===== src/rtl/onehot_stream_demux_if.sv =====
// Stream bundle for onehot_stream_demux: one input stream, N one-hot-routed output lanes.
// The slave modport is the demux; the master modport is the producer/consumer side.
interface onehot_stream_demux_if #(
  parameter int DATAW = 1,
  parameter int N     = 2
);
  logic                      valid_in;
  logic [DATAW-1:0]          data_in;
  logic [N-1:0]              sel_in;
  logic                      ready_in;
  logic [N-1:0]              valid_out;
  logic [N-1:0][DATAW-1:0]   data_out;
  logic [N-1:0]              ready_out;
  logic                      sel_err;

  modport slave (
    input  valid_in, data_in, sel_in, ready_out,
    output ready_in, valid_out, data_out, sel_err
  );

  modport master (
    output valid_in, data_in, sel_in, ready_out,
    input  ready_in, valid_out, data_out, sel_err
  );
endinterface


===== src/rtl/onehot_stream_demux.sv =====
// Registered one-hot stream demux: one valid/ready input fanned out to N lanes, sticky bad-select flag.
// Define ONEHOT_DEMUX_SKID_EN to add a skid entry and make ready_in a pure register output.
module onehot_stream_demux #(
  parameter int DATAW = 1,
  parameter int N     = 2
) (
  input  logic                   clk,
  input  logic                   reset,
  onehot_stream_demux_if.slave   bus
);

  logic             valid_r;
  logic [N-1:0]     sel_r;
  logic [DATAW-1:0] data_r;
  logic             err_r;

  logic             fire_in;
  logic             fire_out;
  logic [N-1:0]     sel_norm;
  logic             sel_zero;
  logic             sel_bad;

  // Isolate the lowest set bit; a multi-hot select collapses onto its lowest lane.
  assign sel_norm = bus.sel_in & (~bus.sel_in + N'(1));
  assign sel_zero = (bus.sel_in == '0);
  assign sel_bad  = sel_zero || ((bus.sel_in & (bus.sel_in - N'(1))) != '0);

  assign fire_out = valid_r & (|(sel_r & bus.ready_out));
  assign fire_in  = bus.valid_in & bus.ready_in;

  assign bus.valid_out = {N{valid_r}} & sel_r;
  assign bus.data_out  = {N{data_r}};
  assign bus.sel_err   = err_r;

`ifdef ONEHOT_DEMUX_SKID_EN

  logic             sk_valid;
  logic [N-1:0]     sk_sel;
  logic [DATAW-1:0] sk_data;

  assign bus.ready_in = ~sk_valid;

  always_ff @(posedge clk or posedge reset) begin
    if (reset) begin
      valid_r  <= 1'b0;
      sel_r    <= '0;
      data_r   <= '0;
      err_r    <= 1'b0;
      sk_valid <= 1'b0;
      sk_sel   <= '0;
      sk_data  <= '0;
    end else begin
      if (fire_in && sel_bad)
        err_r <= 1'b1;
      // ready_in is low while the skid is full, so no input can arrive in that branch.
      if (sk_valid) begin
        if (fire_out) begin
          valid_r  <= 1'b1;
          sel_r    <= sk_sel;
          data_r   <= sk_data;
          sk_valid <= 1'b0;
        end
      end else if (!valid_r || fire_out) begin
        if (fire_in) begin
          valid_r <= !sel_zero;
          sel_r   <= sel_norm;
          data_r  <= bus.data_in;
        end else begin
          valid_r <= 1'b0;
        end
      end else if (fire_in && !sel_zero) begin
        sk_valid <= 1'b1;
        sk_sel   <= sel_norm;
        sk_data  <= bus.data_in;
      end
    end
  end

`else

  assign bus.ready_in = ~valid_r | fire_out;

  always_ff @(posedge clk or posedge reset) begin
    if (reset) begin
      valid_r <= 1'b0;
      sel_r   <= '0;
      data_r  <= '0;
      err_r   <= 1'b0;
    end else begin
      if (fire_in && sel_bad)
        err_r <= 1'b1;
      if (fire_in) begin
        valid_r <= !sel_zero;
        sel_r   <= sel_norm;
        data_r  <= bus.data_in;
      end else if (fire_out) begin
        valid_r <= 1'b0;
      end
    end
  end

`endif

endmodule


===== src/flat_wrapper.sv =====
// flat-port wrapper written by rule: the top's interface ports become plain ports
module onehot_stream_demux_flat 
#(
  parameter int DATAW = 1,
  parameter int N     = 2
)
  (clk, reset, bus_valid_in, bus_data_in, bus_sel_in, bus_ready_out, bus_ready_in, bus_valid_out, bus_data_out, bus_sel_err);
  onehot_stream_demux_if #(.DATAW(DATAW), .N(N)) bus_i ();
  input  logic clk;
  input  logic reset;
  input wire logic [$bits(bus_i.valid_in)-1:0] bus_valid_in;
  input wire logic [$bits(bus_i.data_in)-1:0] bus_data_in;
  input wire logic [$bits(bus_i.sel_in)-1:0] bus_sel_in;
  input wire logic [$bits(bus_i.ready_out)-1:0] bus_ready_out;
  output wire logic [$bits(bus_i.ready_in)-1:0] bus_ready_in;
  output wire logic [$bits(bus_i.valid_out)-1:0] bus_valid_out;
  output wire logic [$bits(bus_i.data_out)-1:0] bus_data_out;
  output wire logic [$bits(bus_i.sel_err)-1:0] bus_sel_err;
  assign bus_i.valid_in = bus_valid_in;
  assign bus_i.data_in = bus_data_in;
  assign bus_i.sel_in = bus_sel_in;
  assign bus_i.ready_out = bus_ready_out;
  assign bus_ready_in = bus_i.ready_in;
  assign bus_valid_out = bus_i.valid_out;
  assign bus_data_out = bus_i.data_out;
  assign bus_sel_err = bus_i.sel_err;
  onehot_stream_demux #(.DATAW(DATAW), .N(N)) u_core (.clk(clk), .reset(reset), .bus(bus_i));
endmodule

===== config.mk =====
export PLATFORM = sky130hd
export DESIGN_NAME = onehot_stream_demux_flat
export DESIGN_NICKNAME = d
export VERILOG_FILES = /design/src/rtl/onehot_stream_demux_if.sv /design/src/rtl/onehot_stream_demux.sv /design/src/flat_wrapper.sv
export SDC_FILE = /design/constraint.sdc
export NUM_CORES = 1
export LEC_CHECK = 0
export ABC_AREA = 1
export CORE_AREA = 2 2 39 41
export CTS_BUF_LIST = sky130_fd_sc_hd__clkbuf_16
export DETAILED_ROUTE_END_ITERATION = 7
export DIE_AREA = 0 0 41 43
export SKIP_LAST_GASP = 1
export SLEW_MARGIN = 20
export SYNTH_ARGS = -nofsm -noshare
export SYNTH_HDL_FRONTEND = slang
export SYNTH_SLANG_ARGS = --single-unit
export TNS_END_PERCENT = 1

===== constraint.sdc =====
create_clock -name clk -period 1.1 [get_ports clk]
set_input_delay 0.22 -clock clk [delete_from_list [all_inputs] [get_ports clk]]
set_output_delay 0.22 -clock clk [all_outputs]
set_load 0.05 [all_outputs]

==> results of run 1 <==
==> repair_timing <==
action,4_1_cts,5_1_grt
hold buffers,0,0
setup endpoints to repair,3,7
gates resized for setup,3,1
setup buffers,2,0
pin swaps,1,0
==> worst max path at each step <==
stage	from	slack [ns]	to
floorplan	u_core.sel_r[0]	0.11	u_core.bus.sel_err
global placement	bus_sel_in[0]	-0.21	u_core.bus.sel_err
detailed placement	bus_sel_in[0]	-0.20	u_core.bus.sel_err
CTS	u_core.sel_r[1]	-0.06	bus_ready_in
global route	u_core.sel_r[1]	-0.08	bus_ready_in
finish	u_core.sel_r[1]	-0.05	bus_ready_in
==> sequential cells by signal (all words and copies together), names as in the netlist <==
register,flops
u_core.sel_r,2
u_core.valid_r,1
u_core.bus.sel_err,1
u_core.data_r,1
==> report_power, final <==
part / internal [mW] / leakage (nW) / switching, mW
sequential: 0.251 / 0.0571 / 0.0802
combinational: 0.500 / 0.213 / 0.523
clock: 0.470 / 0.0423 / 0.111
==> worst max-delay path: stages (launching register included) <==
cell	delay (ns)
sky130_fd_sc_hd__dfrtp_1	0.39
sky130_fd_sc_hd__nand2_2	0.08
sky130_fd_sc_hd__nand3_4	0.08
sky130_fd_sc_hd__buf_12	0.15
==> cell families after synthesis <==
group / Yosys count / share of synthesized area, %
adder cells (fa/ha/maj): 2 / 8.58
flip-flops: 5 / 42.9
AND/OR/NAND/NOR: 17 / 32.6
AO/OA/AOI/OAI: 1 / 1.72
buffers and inverters: 9 / 14.2
==> cells in the mapped netlist, drive strengths merged <==
cell type and number:
buf 2, dfrtp 5, ha 2, inv 7
nand2 12, nand3 4, nand3b 1, o21ai 1
==> layer usage <==
layer / wire length (um) / up-vias / part of all wire [%]
li1: - / 138 / -
met1: 212 / 112 / 40
met2: 243 / 12 / 46
met3: 45 / 4 / 8.5
met4: 29 / 0 / 5.5
met5: 0 / - / 0
==> placed cells by master (no fill, tap or decap), drive strengths merged <==
master and count:
inv 8, clkdlybuf4s50 5, dfrtp 5, nand3b 1
dlygate4sd2 2, nand2 12, clkbuf 3, o21ai 1
buf 9, nand3 4, ha 2
==> layout make-up <==
type | instances | area (um^2) | area share (%)
clock inverter | 1 | 3.75 | 0.638
sequential | 5 | 125 | 21.3
timing repair buffer | 16 | 210 | 35.7
multi-input combinational | 20 | 128 | 21.7
tap | 16 | 20.0 | 3.40
clock buffer | 3 | 75.1 | 12.8
inverter | 7 | 26.3 | 4.47
==> through the flow <==
| stage | instances | setup WS [ns] | hold slack [ns] | power, mW | util (%) |
|---|---|---|---|---|---|
| final | 68 | -0.0528 | 0.191 | 1.94 | 42.5 |
| after global routing | 68 | -0.0816 | 0.229 | 2.03 | 42.5 |
| after CTS | 68 | -0.0610 | 0.200 | 1.96 | 42.5 |
| after detailed placement | 62 | -0.203 | 0.436 | 1.31 | 35.7 |
| after global placement | 62 | -0.209 | 0.430 | 1.30 | 35.7 |
| after floorplan | 34 | 0.113 | -0.00148 | 0.855 | - |
==> results.py, run 1 <==
metrics = {
    "setup_path": {
        "reg2reg_slack_ns": 0.01,
        "crit_type": "flop to primary output",
        "r2r_start": "u_core.sel_r[1]",
        "critPathArrivalTime_ns": 0.93,
        "worst_setup_path_start_kind": "flop",
        "r2r-end": "u_core.sel_r[0]",
        "cp-end-kind": "primary output",
        "path_max_fanout": 3,
        "reg2reg_depth": 6,
        "worst-endpoint-required_ns": 0.88,
    },
    "detailed_routing": {
        "vias": 266,
        "dr.first_iter.drc_count": 0,
        "final_antenna_net_count": 0,
        "detail_route.drc_violations": 0,
        "drt_first_pass_iters": 1,
        "vias_per_cell": 3.91,
        "postRouteWirelength_um": 531,
        "wl_per_cell_um": 7.81,
    },
    "cts": {
        "h-tree-depth": 1,
        "clk_pin_slew_worst_paths_ns": 0.03,
        "root_buffer": "sky130_fd_sc_hd__clkbuf_16",
        "ctsLongestPathBuffers": 2,
        "cts_tree": "done",
        "tritoncts_num_sinks": 5,
        "insertion_delay_ns": 0.22,
        "tritoncts.num_buffers": 3,
    },
    "grt": {
        "grt_pass1_vias": 243,
        "maximum_number_of_pins_on_one_net_before_global_route_repair": 7,
        "grt-ovfl-total": 0,
        "use_met2_pct": 10.6,
        "grt_antenna_before_repair": 0,
        "use_met1_pct": 8.88,
        "grt_util_all_layers_pct": 8.29,
        "global_route.usage.met3_pct": 3.14,
        "global_route_wire_length_before_repair_um": 897,
        "global_route.peak_usage_layer": "met2",
    },
    "sta": {
        "fin_ws_ns": -0.0528,
        "timing.final.crit_share_pct": 105,
        "drv_slew": 0,
        "setup_total_negative_slack_ns": -0.125,
        "final-setup-viol-count": 3,
        "final_hold_violating_endpoints": 0,
        "clock-skew-final_ns": 0.00120,
        "maxSlewHeadroom_pct": 82.4,
        "unrepaired_setup_endpoints_after_global_routing": "yes",
        "achievable-frequency_mhz": 867,
        "period_needed_ns": 1.15,
        "max_slew.worst_pin.slew_ns": 0.264,
    },
    "place": {
        "placement.cell_area_um2": 494,
        "hpwl_um": 458,
        "buffer_ports.inserted": 13,
        "finalWeightedCongestion": 0.688,
    },
    "logic_synthesis": {
        "yosys.area.top_type": "sky130_fd_sc_hd__dfrtp_1",
        "post_synth_main_area_contributors": "sky130_fd_sc_hd__dfrtp_1 43%, sky130_fd_sc_hd__nand2_1 13%, sky130_fd_sc_hd__inv_1 9.0%",
        "synth.cell_area_um2": 292,
        "netlist_instances": 34,
        "ys_types": 11,
        "synthesis.yosys.warnings": 0,
        "synthesis.nets": 44,
        "postSynthRegisterBits": 5,
        "register_area_share_after_synthesis_pct": 42.9,
        "postSynthAreaPerCell_um2": 8.57,
        "post_synth_top_area_share_pct": 42.9,
    },
    "floorplan": {
        "die-width_um": 41,
        "dieArea_um2": 1760,
        "floorplan.rows": 14,
        "boundaryPins": 14,
        "area_of_the_placeable_core_um2": 1380,
        "die_h_um": 43,
        "floorplan.initialDensity_pct": 21.1,
    },
    "outcome": {
        "status": "finished with violations",
        "violated_checks": "setup timing",
    },
    "cells_and_area": {
        "antenna-diode-count": 0,
        "num-nets-final": 63,
        "fill_cells": 137,
        "final_cell_area_um2": 588,
        "area_delta_synth_final_pct": 102,
        "final_layout_size_suffix_gt1_share_pct": 32.7,
    },
    "power_and_ir_drop": {
        "power_leakage_nw": 0.312,
        "power_density_nw_per_um2": 3290,
        "vdd_ir_drop_max_uv": 1730,
    },
    "run": {
        "maxCapViolations": 0,
    },
    "hold_path": {
        "holdCritPathClass": "input port to asynchronous set/reset pin",
    },
}
Power figures use the tool's default switching activity.
==> run 2: changes to the inputs <==
- DONT_BUFFER_PORTS: default -> 1
==> run 2 against run 1 <==
The run still ends with setup timing left. Clock-buffer cell count stayed put. Global-route usage shrank 0.23 points. Combinational power decreased by 12%. Utilization fell by 7.6 points. Cell count shrank 13%. Critical path type unchanged. Largest cell class is now multi-input gates.
==> results.py, run 2 (synthesized netlist as in run 1, its figures left out) <==
metrics = {
    "outcome": {
        "status": "finished with violations",
        "violated_checks": "setup timing",
    },
    "cts": {
        "insertion_delay_ns": 0.23,
        "cts_tree": "done",
        "ctsLongestPathBuffers": 2,
        "tritoncts_num_sinks": 5,
        "h-tree-depth": 1,
        "tritoncts.num_buffers": 3,
        "clk_pin_slew_worst_paths_ns": 0.03,
        "root_buffer": "sky130_fd_sc_hd__clkbuf_16",
    },
    "detailed_routing": {
        "detail_route.drc_violations": 0,
        "dr.first_iter.drc_count": 0,
        "drt_first_pass_iters": 1,
        "postRouteWirelength_um": 584,
        "vias": 220,
        "wl_per_cell_um": 9.90,
        "final_antenna_net_count": 0,
        "vias_per_cell": 3.73,
    },
    "sta": {
        "final_hold_violating_endpoints": 0,
        "period_needed_ns": 1.17,
        "achievable-frequency_mhz": 853,
        "unrepaired_setup_endpoints_after_global_routing": "yes",
        "clock-skew-final_ns": 0.000556,
        "timing.final.crit_share_pct": 107,
        "final-setup-viol-count": 3,
        "drv_slew": 0,
        "max_slew.worst_pin.slew_ns": 0.478,
        "fin_ws_ns": -0.0717,
        "maxSlewHeadroom_pct": 68.2,
    },
    "floorplan": {
        "floorplan.rows": 14,
        "area_of_the_placeable_core_um2": 1380,
        "die-width_um": 41,
        "floorplan.initialDensity_pct": 21.1,
        "boundaryPins": 14,
        "die_h_um": 43,
        "dieArea_um2": 1760,
    },
    "grt": {
        "maximum_number_of_pins_on_one_net_before_global_route_repair": 7,
        "grt_antenna_before_repair": 0,
        "global_route_wire_length_before_repair_um": 828,
        "grt-ovfl-total": 0,
        "grt_util_all_layers_pct": 8.06,
        "grt_pass1_vias": 225,
    },
    "power_and_ir_drop": {
        "combinationalPowerShare_pct": 49.7,
        "switching_share_pct": 38.3,
        "power_leakage_nw": 0.264,
        "power_after_layout_mw": 1.81,
        "net_switching_power_of_the_design_mw": 0.692,
        "vdd_ir_drop_max_uv": 859,
        "share_seq_of_total_power_pct": 17.8,
        "p_int_mw": 1.12,
        "power_density_nw_per_um2": 3740,
        "clkPwrFrac_pct": 32.5,
    },
    "place": {
        "hpwl_um": 440,
        "placement.cell_area_um2": 377,
        "finalWeightedCongestion": 0.675,
        "buffer_ports.inserted": 0,
    },
    "cells_and_area": {
        "largest_register_ff_count": 2,
        "final_cell_area_um2": 483,
        "final_layout_size_suffix_gt1_share_pct": 30.2,
        "antenna-diode-count": 0,
        "fill_cells": 141,
        "area_delta_synth_final_pct": 65.7,
        "num-nets-final": 54,
        "layout_common_cells": "9 x sky130_fd_sc_hd__nand2_1, 8 x sky130_fd_sc_hd__inv_1, 5 x sky130_fd_sc_hd__dfrtp_1",
        "layout.cells.most_common": "sky130_fd_sc_hd__nand2_1",
        "register_name_with_the_most_flops": "u_core.sel_r",
    },
    "setup_path": {
        "cp-end-kind": "primary output",
        "worst-endpoint-required_ns": 0.88,
        "critPathArrivalTime_ns": 0.95,
        "crit_type": "flop to primary output",
        "path_max_fanout": 3,
        "worst_setup_path_start_kind": "flop",
    },
    "run": {
        "maxCapViolations": 0,
    },
    "hold_path": {
        "holdCritPathClass": "input port to flop",
    },
}
==> run 2: path summary, 6_finish.rpt <==
kind | from | depth (start not counted) | slack, ns | endpoint
worst max-delay path | u_core.sel_r[0] | 3 | -0.07 | bus_ready_in
worst min-delay path | bus_valid_in | 2 | 0.12 | u_core.valid_r
worst max register to register | u_core.sel_r[0] | 5 | 0.12 | u_core.bus.sel_err
worst min register to register | u_core.sel_r[1] | 2 | 0.52 | u_core.sel_r[1]
max in group asynchronous | reset | 2 | 0.59 | u_core.sel_r[1]
min in group asynchronous | reset | 2 | 0.34 | u_core.bus.sel_err
==> run 2: per-layer routing <==
layer  up-vias  wire length [um]  global-route usage [%]
li1        117                 -                       -
met1        93               192                    7.17
met2        10               292                    9.38
met3         0                99                    6.81
met4         0                 0                    10.0
met5         -                 0                       0
==> run 2: area by class of cell <==
type / count / area [um^2] / area share [%]
Clock inverter: 1 / 3.75 / 0.777
Tap cell: 16 / 20.0 / 4.15
Timing Repair Buffer: 7 / 105 / 21.8
Sequential cell: 5 / 125 / 25.9
Clock buffer: 3 / 75.1 / 15.5
Multi-Input combinational cell: 20 / 128 / 26.4
Inverter: 7 / 26.3 / 5.44
==> run 2: critical path: stages (launching register included) <==
cell and delay (ns):
sky130_fd_sc_hd__dfrtp_1 0.40, sky130_fd_sc_hd__nand2_2 0.09, sky130_fd_sc_hd__nand3_4 0.08, sky130_fd_sc_hd__buf_12 0.15
==> run 2: stage by stage <==
step | util, % | instances | setup TNS, ns | hold slack [ns] | setup slack (ns)
2_1_floorplan | - | 34 | 0 | -0.00148 | 0.113
3_3_place_gp | 27.2 | 52 | 0 | 0.0169 | 0.102
3_5_place_dp | 27.2 | 52 | 0 | 0.0197 | 0.0811
4_1_cts | 34.9 | 59 | -0.167 | 0.126 | -0.0669
5_1_grt | 34.9 | 59 | -0.252 | 0.130 | -0.0935
6_report | 34.9 | 59 | -0.151 | 0.124 | -0.0717
==> run 2: power by group through the flow <==
stage / registers (mW) / clock network, mW / logic, mW
finish: 0.322 / 0.587 / 0.899
global route: 0.329 / 0.602 / 0.945
CTS: 0.320 / 0.592 / 0.908
detailed placement: 0.319 / 0 / 0.845
global placement: 0.315 / 0 / 0.839
floorplan: 0.302 / 0 / 0.554
==> run 2: timing repair <==
action | CTS | global route
hold buffers | 1 | 0
setup endpoints to repair | 3 | 3
buffers inserted | 2 | 0
pin swaps | 2 | 0
endpoints found under the hold margin | 5 | 0
resized for setup | 1 | 0
